File: config.mk
export PLATFORM = sky130hd
export DESIGN_NAME = pc_ir
export DESIGN_NICKNAME = d
export VERILOG_FILES = /design/src/rtl/pc_ir.sv
export SDC_FILE = /design/constraint.sdc
export NUM_CORES = 1
export LEC_CHECK = 0
export ABC_AREA = 1
export CELL_PAD_IN_SITES_DETAIL_PLACEMENT = 0
export CELL_PAD_IN_SITES_GLOBAL_PLACEMENT = 1
export CORE_MARGIN = 5
export CORE_UTILIZATION = 34
export CTS_CLUSTER_SIZE = 25
export DETAILED_ROUTE_END_ITERATION = 6
export PLACE_DENSITY_LB_ADDON = 0.1
export RECOVER_POWER = 25
export SETUP_SLACK_MARGIN = 0.05
export SYNTH_ARGS = -nofsm -noshare
export SYNTH_HDL_FRONTEND = slang
export SYNTH_SLANG_ARGS = --single-unit
File: constraint.sdc
create_clock -name clk -period 7.1 [get_ports clk]
set_input_delay 1.42 -clock clk [delete_from_list [all_inputs] [get_ports clk]]
set_output_delay 1.42 -clock clk [all_outputs]
set_load 0.02 [all_outputs]
File: src/rtl/pc_ir.sv
// Program-counter / instruction-register stage: holds PC and IR, muxes the memory
// address, applies hold/increment/branch/jump, and tracks fetch count and IR address.
module pc_ir #(
  parameter logic [15:0] RESET_PC = 16'h0000
) (
  input  logic        clk,
  input  logic        rst_n,
  input  logic [1:0]  ps_in,
  input  logic        il_in,
  input  logic        mm_in,
  input  logic [15:0] mem_rdata_in,
  input  logic [15:0] reg_a_in,
  output logic [15:0] addr_out,
  output logic [15:0] ins_out,
  output logic [15:0] pc_out,
  output logic [15:0] ins_pc_out,
  output logic [15:0] fetch_cnt_out
);

  logic [15:0] pc_q, pc_d;
  logic [15:0] ir_q, ir_d;
  logic [15:0] ins_pc_q, ins_pc_d;
  logic [15:0] cnt_q, cnt_d;
  logic [5:0]  off6;
  logic [15:0] off_sext;

  // Branch offset is split across the IR around the register field in [5:3].
  assign off6     = {ir_q[8:6], ir_q[2:0]};
  assign off_sext = {{10{off6[5]}}, off6};

  always_comb begin
    pc_d = pc_q;
    case (ps_in)
      2'b01:   pc_d = pc_q + 16'd1;
      2'b10:   pc_d = pc_q + off_sext;
      2'b11:   pc_d = reg_a_in;
      default: pc_d = pc_q;
    endcase
  end

  always_comb begin
    ir_d     = ir_q;
    ins_pc_d = ins_pc_q;
    cnt_d    = cnt_q;
    if (il_in) begin
      ir_d     = mem_rdata_in;
      ins_pc_d = pc_q;
      cnt_d    = cnt_q + 16'd1;
    end
  end

  always_ff @(posedge clk) begin
    if (!rst_n) begin
      pc_q     <= RESET_PC;
      ir_q     <= 16'h0000;
      ins_pc_q <= RESET_PC;
      cnt_q    <= 16'h0000;
    end else begin
      pc_q     <= pc_d;
      ir_q     <= ir_d;
      ins_pc_q <= ins_pc_d;
      cnt_q    <= cnt_d;
    end
  end

  assign addr_out      = mm_in ? pc_q : reg_a_in;
  assign ins_out       = ir_q;
  assign pc_out        = pc_q;
  assign ins_pc_out    = ins_pc_q;
  assign fetch_cnt_out = cnt_q;

endmodule
; Word level (Yosys, flattened, before mapping)
; Cells that the tools add are included.
[classes]
n_addsub = 3
eq_ne = 3
muxes = 2
reduce_logical = 1
[op_table]
columns = op, count
row1 = $pmux 16 s3, 1
row2 = $add 16x1->16 const B, 2
row3 = $add 16x16->16, 1
row4 = $mux 16, 1
row5 = $eq 2x2->1 const B, 2
row6 = $reduce_bool 3->1, 1
row7 = $eq 2x1->1 const B, 1
[word_totals]
regBits = 64
in_bits = 38
out_inout_bits = 80
elab_cells = 13

; Longest topological paths before layout
[depth]
word_depth = 2
ltp_mapped = 17
mapped_depth_nobuf = 17

; Least setup slack after synthesis
; No wires, ideal clock.
[synth_path]
kind = input to output
startpoint = input mm_in
endpoint = output addr_out[0]
t_arrival_ns = 2.105
t_required_ns = 5.680
slack_ns = 3.575
path_stages = 2
n_path_buf = 1
path_cell_list = clkbuf_1 > o21ai_0
[synth_via]
elab_chain_cells = 1
[synth_rtl]
columns = item, line_no
row1 = start: declaration, 10  ; input logic mm_in,
row2 = $mux 16, 66  ; assign addr_out = mm_in ? pc_q : reg_a_in;
row3 = end: declaration, 13  ; output logic [15:0] addr_out,
; Every way passes these cells.

; Worst setup path in the final report
[layout_path]
startpoint = input mm_in
endpoint = output addr_out[2]
; The elaborated chain is that of the path after synthesis.

==> flow_metrics.py <==
metrics = {
    "critical_path": {
        "endpoint_kind": "primary output",
        "crit_path_end": "addr_out[2]",
        "slowest_delay_ns": 1.05,
        "crit_chain": "clkdlybuf4s50_1, mux2_2, clkdlybuf4s50_1",
        "slowest_stage": "clkdlybuf4s50_1",
        "critPathLaunchType": "input port",
        "timing.critical_path.arrival_ns": 3.43,
        "reg2reg_slack_ns": 4.73,
        "cp.required_ns": 5.68,
        "critical_path_class": "in2out",
        "crit_top_cell": "clkdlybuf4s50_1",
        "r2r-start": "ins_out[0]$_SDFFE_PN0P_",
        "cp_max_fo": 30,
        "r2r_end": "pc_out[12]$_SDFFE_PN0P_",
        "crit_path_start": "mm_in",
        "r2r_cells": 15,
    },
    "synth": {
        "yosysTopAreaCellShare_pct": 36.8,
        "synth_seq_area_share_pct": 36.8,
        "synth_top_family_by_area": "simple AND/OR/NAND/NOR gates",
        "synth_fa_ha_area_share_pct": 2.73,
        "avgSynthCellArea_sq_um": 6.61,
        "syn_inst": 527,
        "synth-compound-area-share_pct": 19.4,
        "netlist_top_cells_area": "dfxtp_1 37%, nand2_1 12%, o21ai_0 8.3%",
        "yosys_warnings": 0,
        "synthMuxAreaShare_pct": 0.646,
        "synth_top_area_cell": "dfxtp_1",
        "netlist_area_sq_mm": 0.00348,
        "synthSimpleGateAreaFrac_pct": 28.1,
        "synth_cell_types": 36,
        "synthXorXnorAreaFrac_pct": 2.26,
        "ys_ff_latch": 64,
        "synthesis.nets": 572,
    },
    "finish": {
        "stdcell_area_sq_mm": 0.00493,
        "area.growth.synth_to_final_pct": 41.5,
        "num_antenna_cells": 0,
        "multi_input_area_sq_mm": 0.00185,
        "fillers": 1056,
        "regArea_sq_mm": 0.00128,
        "drive_above_1_share_pct": 5.16,
        "finalNetCount": 679,
    },
    "sta": {
        "timing.final.ws_setup_ns": 2.25,
        "finalCriticalPeriod_ns": 4.85,
        "fmax_mhz": 206,
        "finalCritPeriodShare_pct": 68.3,
        "rsz0062_at_grt": "false",
        "max_slew.worst_pin.slew_ns": 1.76,
        "finClkSkew_ns": 0.00847,
        "finalSetupTns_ns": 0,
        "setup_viol": 0,
        "relSlewSlack_pct": -17.3,
        "drv_slew": 48,
        "hold_viol": 0,
    },
    "global_route": {
        "grt_use_total_pct": 17.1,
        "grt_pass1_vias": 3697,
        "grt-ovfl-total": 0,
        "antenna_found_initial": 0,
        "grt_pass1_wl_mm": 17.5,
        "grt_max_degree": 48,
    },
    "floorplan": {
        "start_util_pct": 34.4,
        "core_sq_mm": 0.0101,
        "io_pins": 118,
        "dieArea_sq_mm": 0.0124,
        "placementRows": 37,
        "die_y_microns": 111,
        "die_width_microns": 111,
    },
    "pwr": {
        "leakage_uw": 0.00212,
        "ir_drop_uv": 87.3,
        "power_density_mw_per_mm2": 193,
    },
    "placed_design": {
        "post_dp_cell_area_sq_mm": 0.00474,
        "dpl_worst_slack_ns": 2.23,
        "port_buffers": 117,
        "dp_hpwl_mm": 7.88,
        "gp_congestion": 0.871,
    },
    "outcome": {
        "status": "complete, but fails checks",
        "violations": "capacitance limit, slew limit",
    },
    "cts": {
        "cts_buffers": 9,
        "cts_tree": "done",
        "cts.sinks": 64,
        "post_cts_resized": 0,
        "post_cts_buffers": 0,
        "clk_latency_ns": 0.35,
        "htree_num_levels": 3,
        "cts.clk_slew.worst_paths_ns": 0.07,
        "clock_path_buffers": 2,
        "clk_root_buffer_cell": "clkbuf_8",
        "hold_buffers": 0,
    },
    "routing": {
        "avgRoutedWirePerCell_microns": 13.7,
        "via_per_inst": 4.74,
        "first_pass_iters": 4,
        "ant_nets": 0,
        "drtIter0Drc": 151,
        "vias": 3677,
        "drc_errors": 0,
        "wirelength_mm": 10.6,
    },
    "worst_hold_path": {
        "hp-class": "reg2reg",
    },
    "flow_run": {
        "maxCapViolations": 1,
    },
}
## through the flow
stage | cells | hold WS [ns] | power (uW) | utilization [%]
after floorplan | 527 | 0.547 | 534 | -
after global placement | 759 | 0.466 | 640 | 46.7
after detailed placement | 759 | 0.478 | 642 | 46.7
after CTS | 775 | 0.491 | 970 | 48.7
after global routing | 775 | 0.522 | 1000 | 48.6
final | 775 | 0.483 | 951 | 48.6
## layer usage
layer	up-vias	share of wire (%)	GRT usage [%]
met5	-	0	0
met4	0	2.2	6.08
met3	21	7.0	6.00
met2	91	47	29.0
met1	1635	43	20.0
li1	1930	-	-
## synth_stat cells, drive strengths merged
cell	instances
xor2	9
a211oi	2
buf	6
o41ai	2
nor3	7
ha	6
a21boi	1
a41oi	5
nand3b	1
clkinv	2
mux2	2
nand2	111
a21oi	48
a31oi	3
o22ai	1
dfxtp	64
a41o	1
o21a	2
nand3	32
inv	62
fa	1
or2	3
nor3b	1
o21ai	60
nor2	74
nand4	3
clkbuf	18
## worst max-delay path: cells and delay by family
family	cells	cell delay, ns
multiplexers	1	0.41
buffers and inverters	2	1.59
## sequential cells by signal, indices dropped and copies added, names as in the netlist
register	flops
fetch_cnt_out	16
ins_out	16
ins_pc_out	16
pc_out	16
## where the power goes
part           internal, uW  leakage (uW)  switching [uW]  total, uW
combinational           100       0.00149             126        226
sequential              381      0.000527            21.5        402
clock                   171     0.0000993             152        323
## cell type report
cell class                 instances  share of cell area [%]
multi-input combinational        375                    37.5
sequential                        64                    26.0
timing repair buffer             120                    24.1
inverter                          64                    4.87
tap                              136                    3.45
clock buffer                      11                    2.87
clock inverter                     5                    1.14
## kinds of logic (layout without fill, tap and decap cells)
group                      after synthesis  after routing
muxes                                    2              2
xor gates and xnor gates                 9              9
and+or+nand+nor                        232            232
AOI/OAI and AO/OA                      125            125
DFF                                     64             64
buffers and inverters                   88            200
adders and majority gates                7              7
## cells in the final DEF (no fill, tap or decap), drive strengths merged, types with 5 or more instances in the layout
cell / n
nand2: 111
clkdlybuf4s50: 95
nor2: 74
dfxtp: 64
inv: 62
o21ai: 60
a21oi: 48
nand3: 32
dlygate4sd3: 22
clkbuf: 12
xor2: 9
nor3: 7
ha: 6
a41oi: 5
clkinv: 5
## worst min path at each step
stage | cells after the start | to | slack (ns) | start
floorplan | 2 | ins_out[1]$_SDFFE_PN0P_ | 0.55 | ins_out[1]$_SDFFE_PN0P_
global placement | 2 | ins_out[7]$_SDFFE_PN0P_ | 0.47 | ins_out[7]$_SDFFE_PN0P_
detailed placement | 2 | ins_out[7]$_SDFFE_PN0P_ | 0.48 | ins_out[7]$_SDFFE_PN0P_
CTS | 2 | ins_out[1]$_SDFFE_PN0P_ | 0.49 | ins_out[1]$_SDFFE_PN0P_
global route | 2 | ins_out[10]$_SDFFE_PN0P_ | 0.52 | ins_out[10]$_SDFFE_PN0P_
finish | 2 | ins_out[6]$_SDFFE_PN0P_ | 0.48 | ins_out[6]$_SDFFE_PN0P_
Note: power is estimated with default switching activity, not from simulation.
